--- src/rtl/alu_pkg.sv ---
// Shared ALU interface definitions: selector codes, ALUOP/FUNCT encodings
// and the issue-controller FSM state type.
package alu_pkg;

  localparam logic [3:0] SEL_ADD  = 4'b0000;
  localparam logic [3:0] SEL_SUB  = 4'b0001;
  localparam logic [3:0] SEL_MUL  = 4'b0010;
  localparam logic [3:0] SEL_DIV  = 4'b0011;
  localparam logic [3:0] SEL_AND  = 4'b0100;
  localparam logic [3:0] SEL_OR   = 4'b0101;
  localparam logic [3:0] SEL_XOR  = 4'b0110;
  localparam logic [3:0] SEL_NOR  = 4'b0111;
  localparam logic [3:0] SEL_SLT  = 4'b1000;
  localparam logic [3:0] SEL_NONE = 4'b1111;

  localparam logic [1:0] ALUOP_ADD     = 2'b00;
  localparam logic [1:0] ALUOP_SUB     = 2'b01;
  localparam logic [1:0] ALUOP_FUNCT   = 2'b10;
  localparam logic [1:0] ALUOP_ILLEGAL = 2'b11;

  localparam logic [5:0] FUNCT_ADD = 6'b100000;
  localparam logic [5:0] FUNCT_SUB = 6'b100010;
  localparam logic [5:0] FUNCT_MUL = 6'b011000;
  localparam logic [5:0] FUNCT_DIV = 6'b011010;
  localparam logic [5:0] FUNCT_AND = 6'b100100;
  localparam logic [5:0] FUNCT_OR  = 6'b100101;
  localparam logic [5:0] FUNCT_XOR = 6'b100110;
  localparam logic [5:0] FUNCT_NOR = 6'b100111;
  localparam logic [5:0] FUNCT_SLT = 6'b101010;

  typedef enum logic [1:0] {
    ST_IDLE = 2'd0,
    ST_WAIT = 2'd1,
    ST_DONE = 2'd2
  } state_e;

endpackage

--- src/rtl/alu_decode.sv ---
// Combinational ALUOP/FUNCT decoder producing the ALU selector and an
// illegal-operation flag.
module alu_decode
  import alu_pkg::*;
(
  input  logic [1:0] aluop,
  input  logic [5:0] funct,
  output logic [3:0] sel,
  output logic       illegal
);

  // Map request encoding to selector; anything unlisted is illegal
  always_comb begin
    sel     = SEL_NONE;
    illegal = 1'b0;
    case (aluop)
      ALUOP_ADD: sel = SEL_ADD;
      ALUOP_SUB: sel = SEL_SUB;
      ALUOP_FUNCT: begin
        case (funct)
          FUNCT_ADD: sel = SEL_ADD;
          FUNCT_SUB: sel = SEL_SUB;
          FUNCT_MUL: sel = SEL_MUL;
          FUNCT_DIV: sel = SEL_DIV;
          FUNCT_AND: sel = SEL_AND;
          FUNCT_OR:  sel = SEL_OR;
          FUNCT_XOR: sel = SEL_XOR;
          FUNCT_NOR: sel = SEL_NOR;
          FUNCT_SLT: sel = SEL_SLT;
          default: begin
            sel     = SEL_NONE;
            illegal = 1'b1;
          end
        endcase
      end
      default: begin
        sel     = SEL_NONE;
        illegal = 1'b1;
      end
    endcase
  end

endmodule

--- src/rtl/alu_issue_ctrl.sv ---
// Issue controller for the combinational ALU: accepts a request, holds the
// ALU inputs stable for a per-op latency, then returns the captured result.
module alu_issue_ctrl
  import alu_pkg::*;
#(
  parameter int LAT_BASE = 1,
  parameter int LAT_MUL  = 2,
  parameter int LAT_DIV  = 4
) (
  input  logic        CLK,
  input  logic        RST,
  input  logic        IN_VALID,
  output logic        IN_READY,
  input  logic [1:0]  ALUOP,
  input  logic [5:0]  FUNCT,
  input  logic [31:0] OP_A,
  input  logic [31:0] OP_B,
  output logic [31:0] A_ALUC,
  output logic [31:0] B_ALUC,
  output logic [3:0]  SELECTOR,
  input  logic [31:0] RESULTADO,
  input  logic        ZF,
  output logic        OUT_VALID,
  input  logic        OUT_READY,
  output logic [31:0] RES,
  output logic        RES_ZF,
  output logic        ERR
);

  state_e      state_r, state_nxt_s;
  logic [7:0]  cnt_r;
  logic [31:0] a_r, b_r, res_r;
  logic [3:0]  sel_r, dec_sel_s, load_sel_s;
  logic        dec_illegal_s, div0_s, accept_s;
  logic        illegal_r, div0_r, res_zf_r, err_r, in_ready_r, out_valid_r;
  logic [7:0]  lat_s;

  alu_decode u_decode (
    .aluop   (ALUOP),
    .funct   (FUNCT),
    .sel     (dec_sel_s),
    .illegal (dec_illegal_s)
  );

  // in_ready_r is only ever set while the FSM sits in IDLE
  assign accept_s = IN_VALID & in_ready_r;
  assign div0_s   = (~dec_illegal_s) & (dec_sel_s == SEL_DIV) & (OP_B == 32'd0);

  // Selector and latency reload value for the request being accepted
  always_comb begin
    load_sel_s = dec_sel_s;
    lat_s      = 8'(LAT_BASE - 1);
    if (dec_illegal_s || div0_s) begin
      load_sel_s = SEL_NONE;
    end else begin
      load_sel_s = dec_sel_s;
    end
    if (load_sel_s == SEL_MUL) begin
      lat_s = 8'(LAT_MUL - 1);
    end else if (load_sel_s == SEL_DIV) begin
      lat_s = 8'(LAT_DIV - 1);
    end else begin
      lat_s = 8'(LAT_BASE - 1);
    end
  end

  // Next-state logic
  always_comb begin
    state_nxt_s = state_r;
    case (state_r)
      ST_IDLE: begin
        if (accept_s) state_nxt_s = ST_WAIT;
        else          state_nxt_s = ST_IDLE;
      end
      ST_WAIT: begin
        if (cnt_r == 8'd0) state_nxt_s = ST_DONE;
        else               state_nxt_s = ST_WAIT;
      end
      ST_DONE: begin
        if (OUT_READY) state_nxt_s = ST_IDLE;
        else           state_nxt_s = ST_DONE;
      end
      default: state_nxt_s = ST_IDLE;
    endcase
  end

  // State, handshake flags, ALU drive registers, latency counter and result capture
  always_ff @(posedge CLK or posedge RST) begin
    if (RST) begin
      state_r     <= ST_IDLE;
      cnt_r       <= 8'd0;
      a_r         <= 32'd0;
      b_r         <= 32'd0;
      sel_r       <= 4'b0000;
      illegal_r   <= 1'b0;
      div0_r      <= 1'b0;
      res_r       <= 32'd0;
      res_zf_r    <= 1'b0;
      err_r       <= 1'b0;
      in_ready_r  <= 1'b0;
      out_valid_r <= 1'b0;
    end else begin
      state_r     <= state_nxt_s;
      in_ready_r  <= (state_nxt_s == ST_IDLE);
      out_valid_r <= (state_nxt_s == ST_DONE);
      case (state_r)
        ST_IDLE: begin
          if (accept_s) begin
            a_r       <= OP_A;
            b_r       <= OP_B;
            sel_r     <= load_sel_s;
            cnt_r     <= lat_s;
            illegal_r <= dec_illegal_s;
            div0_r    <= div0_s;
          end
        end
        ST_WAIT: begin
          if (cnt_r == 8'd0) begin
            if (illegal_r) begin
              res_r    <= 32'd0;
              res_zf_r <= 1'b1;
              err_r    <= 1'b1;
            end else if (div0_r) begin
              res_r    <= 32'hFFFF_FFFF;
              res_zf_r <= 1'b0;
              err_r    <= 1'b1;
            end else begin
              res_r    <= RESULTADO;
              res_zf_r <= ZF;
              err_r    <= 1'b0;
            end
          end else begin
            cnt_r <= cnt_r - 8'd1;
          end
        end
        ST_DONE: begin
          cnt_r <= cnt_r;
        end
        default: begin
          cnt_r <= 8'd0;
        end
      endcase
    end
  end

  assign IN_READY  = in_ready_r;
  assign OUT_VALID = out_valid_r;
  assign A_ALUC    = a_r;
  assign B_ALUC    = b_r;
  assign SELECTOR  = sel_r;
  assign RES       = res_r;
  assign RES_ZF    = res_zf_r;
  assign ERR       = err_r;

endmodule

--- config.mk ---
export PLATFORM = sky130hd
export DESIGN_NAME = alu_issue_ctrl
export DESIGN_NICKNAME = d
export VERILOG_FILES = /design/src/rtl/alu_pkg.sv /design/src/rtl/alu_decode.sv /design/src/rtl/alu_issue_ctrl.sv
export SDC_FILE = /design/constraint.sdc
export NUM_CORES = 1
export LEC_CHECK = 0
export CORE_ASPECT_RATIO = 1.75
export CORE_MARGIN = 5
export CORE_UTILIZATION = 43
export CTS_BUF_LIST = sky130_fd_sc_hd__clkbuf_16
export CTS_CLUSTER_SIZE = 12
export DETAILED_ROUTE_END_ITERATION = 12
export PLACE_DENSITY = 0.84
export SYNTH_ARGS = -nofsm -noshare
export SYNTH_HDL_FRONTEND = slang
export SYNTH_HIERARCHICAL = 1
export SYNTH_SLANG_ARGS = --single-unit
--- constraint.sdc ---
create_clock -name CLK -period 4.6 [get_ports CLK]
set_clock_uncertainty 0.05 [all_clocks]
set_input_delay 0.92 -clock CLK [delete_from_list [all_inputs] [get_ports CLK]]
set_output_delay 0.92 -clock CLK [all_outputs]
set_load 0.03 [all_outputs]
* Word level (Yosys, flattened, before mapping)
Cells that the tools add are included. W data, S select, Z words.
Storage, ports and cells: register bits 116, bits in latches 0, bits in writable memories 0, memory bits (read-only) 0, input bits 109, output and inout port bits 104, memories 0
Cells by class: $add $sub $neg 1, multiply operators 0, divide/modulo/power cells 0, order comparisons 0, equality and inequality tests 19, shift-type cells 0, mux-type cells 20, bitwise logic cells 5, reductions and logical operators 11
Operators by type and width (number):
- $mux W32 | 2
- $eq A6 B6 Y1 const B | 7
- $pmux W4 S9 | 1
- $logic_not A32 Y1 | 1
- $pmux W8 S3 | 1
- $mux W8 | 2
- $eq A4 B2 Y1 const B | 3
- $eq A6 B5 Y1 const B | 2
- $pmux W4 S3 | 1
- $reduce_or A9 Y1 | 1
- $logic_not A8 Y1 | 1
- $mux W2 | 4
- $sub A8 B1 Y8 const B | 1
- $eq A2 B2 Y1 const B | 3
- $logic_not A2 Y1 | 3
- $mux W1 | 6
- $pmux W2 S3 | 1
- $eq A2 B1 Y1 const B | 2
- $mux W4 | 1
- $ne A2 B2 Y1 const B | 2
- $reduce_and A2 Y1 | 2
- $and A1 B1 Y1 | 3
- $reduce_and A3 Y1 | 1
- $not A1 Y1 | 2
- 3 further kinds | 3

* Longest topological paths before layout
Gate-level depths: netlist (run 1).
depth after elaboration 14, mapped depth 8

* By module
The synthesis (run 1) kept the hierarchy.
By module, submodules not included:
- alu_issue_ctrl | times used 1, cells each 395, area an instance 4994.8 um^2, sequential area each 2902.8 um^2
- alu_decode | times used 1, cells each 21, area an instance 156.4 um^2, sequential area each 0.0 um^2

* Least setup slack after synthesis (run 1)
OpenSTA, ideal clock, no wires.
path kind input to register, start point in FUNCT[2], end point reg cnt_r[1], library setup time 0.119 ns, data arrival time 2.651 ns, required time 4.431 ns, slack 1.780 ns, stages 8, buffers on the path 0, cells stage by stage nand2b_4 a211oi_2 a31oi_1 o31a_1 nor4b_2 nand2_1 or3_1 a21bo_1
On the way: elaborated cells between the ends (all ways) 26, classes of those cells 12 x eq/ne; 9 x mux; 3 x bitwise; 2 x reduce/logical
RTL lines:
- start, declared | RTL line alu_issue_ctrl.sv:15 | input logic [5:0] FUNCT,
- $eq A6 B6 Y1 or $eq A6 B5 Y1 (tied branches) | RTL line alu_decode.sv:20 | case (funct)
- $pmux W4 S9 (*) | RTL line alu_decode.sv:20
- $pmux W4 S3 (*) | RTL line alu_decode.sv:16 | case (aluop)
- net dec_sel_s[3] | RTL line alu_issue_ctrl.sv:33 | logic [3:0] sel_r, dec_sel_s, load_sel_s;
- $eq A4 B2 Y1 | RTL line alu_issue_ctrl.sv:47 | assign div0_s = (~dec_illegal_s) & (dec_sel_s == SEL_DIV) & (OP_B == 32'd0);
- $and A1 B1 Y1 (2 in a row) | RTL line alu_issue_ctrl.sv:47
- $logic_or A1 B1 Y1 | RTL line alu_issue_ctrl.sv:53 | if (dec_illegal_s || div0_s) begin
- $mux W4 (*) | RTL line alu_issue_ctrl.sv:53
- $eq A4 B2 Y1 | RTL line alu_issue_ctrl.sv:60 | end else if (load_sel_s == SEL_DIV) begin
- $mux W2 | RTL line alu_issue_ctrl.sv:60
- $mux W2 (*) | RTL line alu_issue_ctrl.sv:58 | if (load_sel_s == SEL_MUL) begin
- $mux W8 (*) | RTL line alu_issue_ctrl.sv:108 | if (accept_s) begin
- $pmux W8 S3 (*) | RTL line alu_issue_ctrl.sv:106 | case (state_r)
- end signal, assigned | RTL line alu_issue_ctrl.sv:112 | cnt_r <= lat_s;
- end signal, assigned | RTL line alu_issue_ctrl.sv:133 | cnt_r <= cnt_r - 8'd1;
- end signal, assigned | RTL line alu_issue_ctrl.sv:137 | cnt_r <= cnt_r;
- end, declared | RTL line alu_issue_ctrl.sv:31 | logic [7:0] cnt_r;
Mark *: on every way through the listed nets, which the timed path passes. The rest lies on a longest branch. The select of a mux whose other input is x is not followed. A chain may end at the register's enable or synchronous reset.

* Worst setup path after layout (run 1)
Ends and elaborated chain as after synthesis.

==> results.toml, run 1 <==
[cells_and_area]
antennaDiodeCount = 0
num-fill-cells = 884
synthToLayoutAreaGrowth_pct = 53.97
final-instance-count-excl-fill = 772
layout.nets = 734
ff_latch_area_sq_mm = 0.002904
multi_input_comb_area_sq_mm = 0.002073
drive_above_1_share_pct = 21.57

[hold_path]
worstHoldStart = "RES[25]$_DFFE_PP0P_"
min-delay-path-class = "reg2reg"
min_delay_path_depth = 2
hold_end = "RES[25]$_DFFE_PP0P_"

[timing]
final.min_clock_period_ns = 3.149
max-slew-margin-rel_pct = 25.49
rsz0062_at_grt = "no"
max_freq_mhz = 317.6
post-route-period-util_pct = 68.46
final_slew_violations = 0
setup_viol = 0
worst_pin_slew_ns = 1.118
setup_total_negative_slack_ns = 0
setup_ws_ns = 1.451
final_hold_viol_count = 0

[setup_path]
worstPathCellList = "clkdlybuf4s50_1 > nand2b_4 > a211oi_2 > a31oi_1 > o31a_1 > nor4b_2 > nand2_1 > or3_1 > a21bo_1"
crit_slowest_cell = "sky130_fd_sc_hd__clkdlybuf4s50_1"
critical_path.top_delay_family = "simple AND/OR/NAND/NOR gates"
reg2reg_from = "state_r[0]$_DFF_PP0_"
worst-endpoint-required_ns = 4.84
worstPathArrival_ns = 3.39
critical_path_buf_inv_count = 1
depth_of_the_worst_register_to_register_path = 4
setup.worst_path.end_class = "flop"
cp_max_fo = 5
crit-reg2reg-capture = "cnt_r[5]$_DFFE_PP0P_"
setup.worst_path.class = "in2reg"
crit_path_max_incr_delay_ns = 0.49
startpoint_type_of_the_worst_setup_path = "input pin"
timing.reg2reg.setup_slack_ns = 1.87

[routing]
wl_um = 14900
via_total_after_detailed_routing = 4146
vias_per_cell = 5.370
wl_per_cell_um = 19.30
dr.pass1.iters = 5
initial_detailed_routing_violation_count = 182
drt_drc_violations_left = 0
drt.antenna.violating_nets = 0

[yosys]
post_synth_top_flop = "sky130_fd_sc_hd__dfrtp_1"
synth_fp_nets = 526
yosysUniqueCellTypes = 51
synth_top_area_cell = "sky130_fd_sc_hd__dfrtp_1"
yosys-top-cells-area = "sky130_fd_sc_hd__dfrtp_1, sky130_fd_sc_hd__mux2_2, sky130_fd_sc_hd__o31ai_2, sky130_fd_sc_hd__nor2_1, sky130_fd_sc_hd__nand2_1"
synth_area_per_cell_sq_um = 12.38
number_of_enable_flip_flop_cells_after_synthesis = 0
synth_commonest_cells = "sky130_fd_sc_hd__dfrtp_1, sky130_fd_sc_hd__mux2_2, sky130_fd_sc_hd__nor2_1"
total_number_of_yosys_warnings = 6
synth.ff_latch_count = 116
syn_inst = 416
synth_area_sq_mm = 0.005151
dominant_cell_by_count_in_the_synthesized_netlist = "sky130_fd_sc_hd__dfrtp_1"
synthArstFlopShare_pct = 100.0
synth.top_cell.area_share_pct = 56.35
synth.yosys.seq_area_share_pct = 56.35

[die]
coreArea_sq_mm = 0.01187
die_area_sq_mm = 0.01435
number_of_rows_created_at_floorplan = 53
die_height_um = 154.8
design.portCount = 213
initial_core_util_pct = 43.40
dieWidth_um = 92.74

[placement]
pre_cts_ws_ns = 1.070
place_congestion = 0.9186
io_buffer_count = 212
post-place-cells = 742
final_hpwl_from_detailed_placement_um = 11170

[clock_network]
cts_htree_levels = 4
cts.clk_slew.worst_paths_ns = 0.05
cts_hold_buffers = 0
cts-resized-gates = 0
clkLatencyLatePin_ns = 0.40
cts_post_setup_buffers_inserted = 0
clock-sinks = 116
cts_buffer_depth = 2
numCtsBuffers = 17
cts_tree = "done"
cts_root_buffer = "sky130_fd_sc_hd__clkbuf_16"

[power_and_ir_drop]
power_per_cell_area_mw_per_mm2 = 790.8
power_leakage_nw = 3.298
vdd.ir_drop.worst_v = 0.0004504

[global_routing]
grt_start_max_net_pins = 74
grt_antenna_before_repair = 0
track_usage_pct = 21.34
grt_pass1_vias = 4487
global_route_wire_length_before_repair_um = 23720
overflow = 0

[status]
status = "complete, no violations"

[job]
max-cap-violations = 0
logic make-up (layout without fill, tap and decap cells):
family	after synthesis	after routing	share of synthesized area [%]
mux	66	66	14.40
simple gates	127	127	12.61
compound gates	72	72	12.87
flops	116	116	56.35
fa+ha+maj	1	1	0.2429
buf+inv	34	253	3.522
how the worst max path moves through the flow:
stage	startpoint	cells after the start	slack, ns	endpoint
finish	FUNCT[2]	9	1.45	cnt_r[1]$_DFFE_PP0P_
global route	FUNCT[2]	9	1.28	SELECTOR[2]$_DFFE_PP0P_
CTS	FUNCT[2]	9	1.48	cnt_r[1]$_DFFE_PP0P_
detailed placement	FUNCT[2]	9	1.07	cnt_r[1]$_DFFE_PP0P_
global placement	FUNCT[2]	9	1.17	cnt_r[1]$_DFFE_PP0P_
floorplan	RST	1	0.56	A_ALUC[0]$_DFFE_PP0P_
report_power, final:
| part | total, W | switching (W) | internal, W |
|---|---|---|---|
| Combinational | 0.00306 | 0.00170 | 0.00136 |
| Sequential | 0.00189 | 0.000380 | 0.00151 |
| Clock | 0.00132 | 0.000432 | 0.000888 |
| Total | 0.00627 | 0.00251 | 0.00376 |
layout by cell type, fill, tap and decap left out, types with 2 or more instances in the layout:
| master | netlist | final |
|---|---|---|
| sky130_fd_sc_hd__o21ai_0 | 10 | 10 |
| sky130_fd_sc_hd__clkdlybuf4s50_1 | 0 | 212 |
| sky130_fd_sc_hd__nand4_1 | 3 | 3 |
| sky130_fd_sc_hd__bufinv_16 | 0 | 4 |
| sky130_fd_sc_hd__buf_4 | 3 | 2 |
| sky130_fd_sc_hd__mux2_2 | 65 | 65 |
| sky130_fd_sc_hd__a21oi_1 | 9 | 9 |
| sky130_fd_sc_hd__clkinv_1 | 0 | 3 |
| sky130_fd_sc_hd__dfrtp_1 | 116 | 115 |
| sky130_fd_sc_hd__and4b_1 | 2 | 2 |
| sky130_fd_sc_hd__nand2b_1 | 3 | 3 |
| sky130_fd_sc_hd__a31oi_1 | 5 | 5 |
| sky130_fd_sc_hd__nand2_1 | 43 | 43 |
| sky130_fd_sc_hd__inv_1 | 8 | 8 |
| sky130_fd_sc_hd__clkinv_2 | 0 | 2 |
| sky130_fd_sc_hd__nor2b_1 | 2 | 2 |
| sky130_fd_sc_hd__o21a_1 | 2 | 2 |
| sky130_fd_sc_hd__nor3b_1 | 2 | 2 |
| sky130_fd_sc_hd__nor3_1 | 2 | 2 |
| sky130_fd_sc_hd__nor2_1 | 46 | 46 |
| sky130_fd_sc_hd__nor4_1 | 10 | 10 |
| sky130_fd_sc_hd__clkinvlp_4 | 0 | 3 |
| sky130_fd_sc_hd__clkbuf_16 | 0 | 17 |
| sky130_fd_sc_hd__o31ai_2 | 32 | 32 |
| sky130_fd_sc_hd__o31a_1 | 2 | 2 |
area by class of cell:
class	count	share of cell area, %
repair buffers	215	27.20
clock buffers	17	5.364
well taps	137	2.161
inverters	8	0.4102
multi-input cells	266	26.14
clock inverters	13	2.114
flip-flops and latches	116	36.61
stage by stage:
stage	hold slack, ns	utilization (%)	total power, W	area, sq um
after floorplan	0.4870	-	0.003705	5151
after global placement	0.4140	61.82	0.004863	7338
after detailed placement	0.4204	61.82	0.004985	7338
after CTS	0.4317	66.82	0.006327	7931
after global routing	0.4573	66.82	0.006589	7931
final	0.4271	66.82	0.006272	7931
worst reg2reg max path, stage by stage, from the launching register on:
cell                      delay (ns)
sky130_fd_sc_hd__dfrtp_1        0.52
sky130_fd_sc_hd__nor2b_1        0.59
sky130_fd_sc_hd__nand3_4        0.82
sky130_fd_sc_hd__a31o_1         0.51
sky130_fd_sc_hd__a31oi_1        0.17
per-layer routing:
metal | vias up | GRT usage [%] | wire length [um]
li1 | 1899 | - | -
met1 | 2039 | 22.11 | 5087
met2 | 175 | 39.65 | 8490
met3 | 33 | 5.450 | 824
met4 | 0 | 9.644 | 497
met5 | - | 0 | 0
flip-flops by register name (all words and copies together), names as in the netlist:
register,count
RES_ZF,1
illegal_r,1
SELECTOR,4
ERR,1
B_ALUC,32
OUT_VALID,1
RES,32
A_ALUC,32
IN_READY,1
div0_r,1
cnt_r,8
state_r,2
Power figures use the tool's default switching activity.
==> inputs of run 2 (changes only) <==
==> constraint.sdc (replaced) <==
create_clock -name CLK -period 2.9 [get_ports CLK]
set_clock_uncertainty 0.05 [all_clocks]
set_input_delay 0.58 -clock CLK [delete_from_list [all_inputs] [get_ports CLK]]
set_output_delay 0.58 -clock CLK [all_outputs]
set_load 0.03 [all_outputs]
==> run 2 against run 1 <==
Register-to-register slack got worse by 1.2 ns. Sequential share of layout area fell by 0.64 points. Total power up 59%. Critical path type unchanged. Highest routed layer unchanged. Global-route usage fell by 0.24 points.
==> results.toml, run 2 (same netlist as run 1, synthesis figures left out) <==
[timing]
post-route-period-util_pct = 95.13
setup_viol = 0
setup_ws_ns = 0.1413
worst_pin_slew_ns = 0.9556
setup_total_negative_slack_ns = 0
timing.hold.ws_ns = 0.4290
final_slew_violations = 0
rsz0062_at_grt = "no"
final.min_clock_period_ns = 2.759
max_freq_mhz = 362.5
max-slew-margin-rel_pct = 36.29
final_hold_viol_count = 0

[cells_and_area]
drive_above_1_share_pct = 23.54
synthToLayoutAreaGrowth_pct = 56.72
antennaDiodeCount = 0
layout.cells.most_common_list = "sky130_fd_sc_hd__clkdlybuf4s50_1, sky130_fd_sc_hd__dfrtp_1, sky130_fd_sc_hd__mux2_2"
layout.cells.most_common = "sky130_fd_sc_hd__clkdlybuf4s50_1"
layout.nets = 748

[placement]
io_buffer_count = 212
place_congestion = 0.8426
pre_cts_ws_ns = -0.2695
final_hpwl_from_detailed_placement_um = 11120

[power_and_ir_drop]
post-layout-total-power_w = 0.009970
power_leakage_nw = 3.390
power_per_cell_area_mw_per_mm2 = 1235
vdd.ir_drop.worst_v = 0.0006477

[routing]
dr.pass1.iters = 5
wl_um = 14700
via_total_after_detailed_routing = 4097
initial_detailed_routing_violation_count = 137
wl_per_cell_um = 18.67
drt_drc_violations_left = 0
drt.antenna.violating_nets = 0
vias_per_cell = 5.206

[setup_path]
crit-reg2reg-capture = "RES[17]$_DFFE_PP0P_"
worstPathArrival_ns = 2.99
setup.worst_path.end_class = "flop"
reg2reg_from = "cnt_r[0]$_DFFE_PP0P_"
depth_of_the_worst_register_to_register_path = 6
timing.reg2reg.setup_slack_ns = 0.68
worst-endpoint-required_ns = 3.13
cp_max_fo = 5
startpoint_type_of_the_worst_setup_path = "input pin"
setup.worst_path.class = "in2reg"

[clock_network]
cts_htree_levels = 4
numCtsBuffers = 17
cts_tree = "done"
cts_hold_buffers = 0
cts_buffer_depth = 2
cts_post_setup_buffers_inserted = 0
clkLatencyLatePin_ns = 0.39
cts_root_buffer = "sky130_fd_sc_hd__clkbuf_16"
clock-sinks = 116
cts.clk_slew.worst_paths_ns = 0.05

[status]
status = "complete, no violations"

[die]
design.portCount = 213
die_height_um = 154.8
dieWidth_um = 92.74
die_area_sq_mm = 0.01435
number_of_rows_created_at_floorplan = 53
initial_core_util_pct = 43.40
coreArea_sq_mm = 0.01187

[global_routing]
grt_start_max_net_pins = 51
grt_pass1_vias = 4438
global_route_wire_length_before_repair_um = 23480
overflow = 0
grt_antenna_before_repair = 0
track_usage_pct = 21.10

[job]
max-cap-violations = 0

[hold_path]
min-delay-path-class = "reg2reg"
worstHoldStart = "RES[9]$_DFFE_PP0P_"
min_delay_path_depth = 2
hold_end = "RES[9]$_DFFE_PP0P_"
-- run 2: routing by layer --
metal  track usage (%)  vias to the layer above  routed length, um
met1             22.42                     1979               5258
met5                 0                        -                  0
met4             10.69                        0                580
met2             38.19                      138               8089
met3             5.158                       36                766
li1                  -                     1944                  -
-- run 2: through the flow --
stage	instance area [sq um]	utilization, %	std cells
floorplan	5155	-	416
global placement	7470	62.93	756
detailed placement	7470	62.93	756
CTS	8064	67.94	787
global route	8073	68.01	787
finish	8073	68.01	787
-- run 2: power by group --
| part | switching [W] | internal, W |
|---|---|---|
| logic | 0.00269 | 0.00219 |
| registers | 0.000585 | 0.00240 |
| clock network | 0.000696 | 0.00141 |
| total | 0.00397 | 0.00600 |
-- run 2: worst max-delay path by stage --
| stage | startpoint | endpoint | slack (ns) | depth (start not counted) |
|---|---|---|---|---|
| detailed placement | FUNCT[2] | cnt_r[1]$_DFFE_PP0P_ | -0.27 | 9 |
| floorplan | FUNCT[2] | cnt_r[1]$_DFFE_PP0P_ | 0.42 | 8 |
| global route | FUNCT[2] | SELECTOR[2]$_DFFE_PP0P_ | 0.04 | 9 |
| CTS | FUNCT[2] | cnt_r[1]$_DFFE_PP0P_ | 0.15 | 9 |
| finish | FUNCT[2] | cnt_r[1]$_DFFE_PP0P_ | 0.14 | 9 |
| global placement | FUNCT[2] | cnt_r[1]$_DFFE_PP0P_ | -0.18 | 9 |
-- run 2: area by class of cell --
type / count / area (sq um)
well taps: 137 / 171.4
repair buffers: 229 / 2287
inverters: 8 / 33.78
fillers: 858 / 3797
flip-flops and latches: 116 / 2904
clock inverters: 14 / 168.9
clock buffers: 17 / 425.4
multi-input cells: 266 / 2082
-- run 2: critical path, cell delays in order --
cell and delay [ns]:
sky130_fd_sc_hd__clkdlybuf4s50_1 0.48, sky130_fd_sc_hd__nand2b_4 0.18, sky130_fd_sc_hd__a211oi_2 0.25, sky130_fd_sc_hd__a31oi_1 0.11, sky130_fd_sc_hd__o31a_1 0.35, sky130_fd_sc_hd__nor4b_4 0.30
sky130_fd_sc_hd__nand2_1 0.09, sky130_fd_sc_hd__or3_1 0.46, sky130_fd_sc_hd__a21bo_1 0.20
-- run 2: timing repair --
item / in CTS / in global routing
endpoints found under the hold margin: 0 / 0
endpoints found under the setup margin: 0 / 3
gates resized for setup: 0 / 1
==> inputs of run 3 (changes only) <==
--- a/config.mk
+++ b/config.mk
@@ -9,9 +9,9 @@
 export CORE_MARGIN = 5
 export CORE_UTILIZATION = 43
 export CTS_BUF_LIST = sky130_fd_sc_hd__clkbuf_16
-export CTS_CLUSTER_SIZE = 12
 export DETAILED_ROUTE_END_ITERATION = 12
 export PLACE_DENSITY = 0.84
+export SLEW_MARGIN = 20
 export SYNTH_ARGS = -nofsm -noshare
 export SYNTH_HDL_FRONTEND = slang
 export SYNTH_HIERARCHICAL = 1
==> results of run 3 <==
No change in the layout: final DEF, timing and power equal those of run 2.
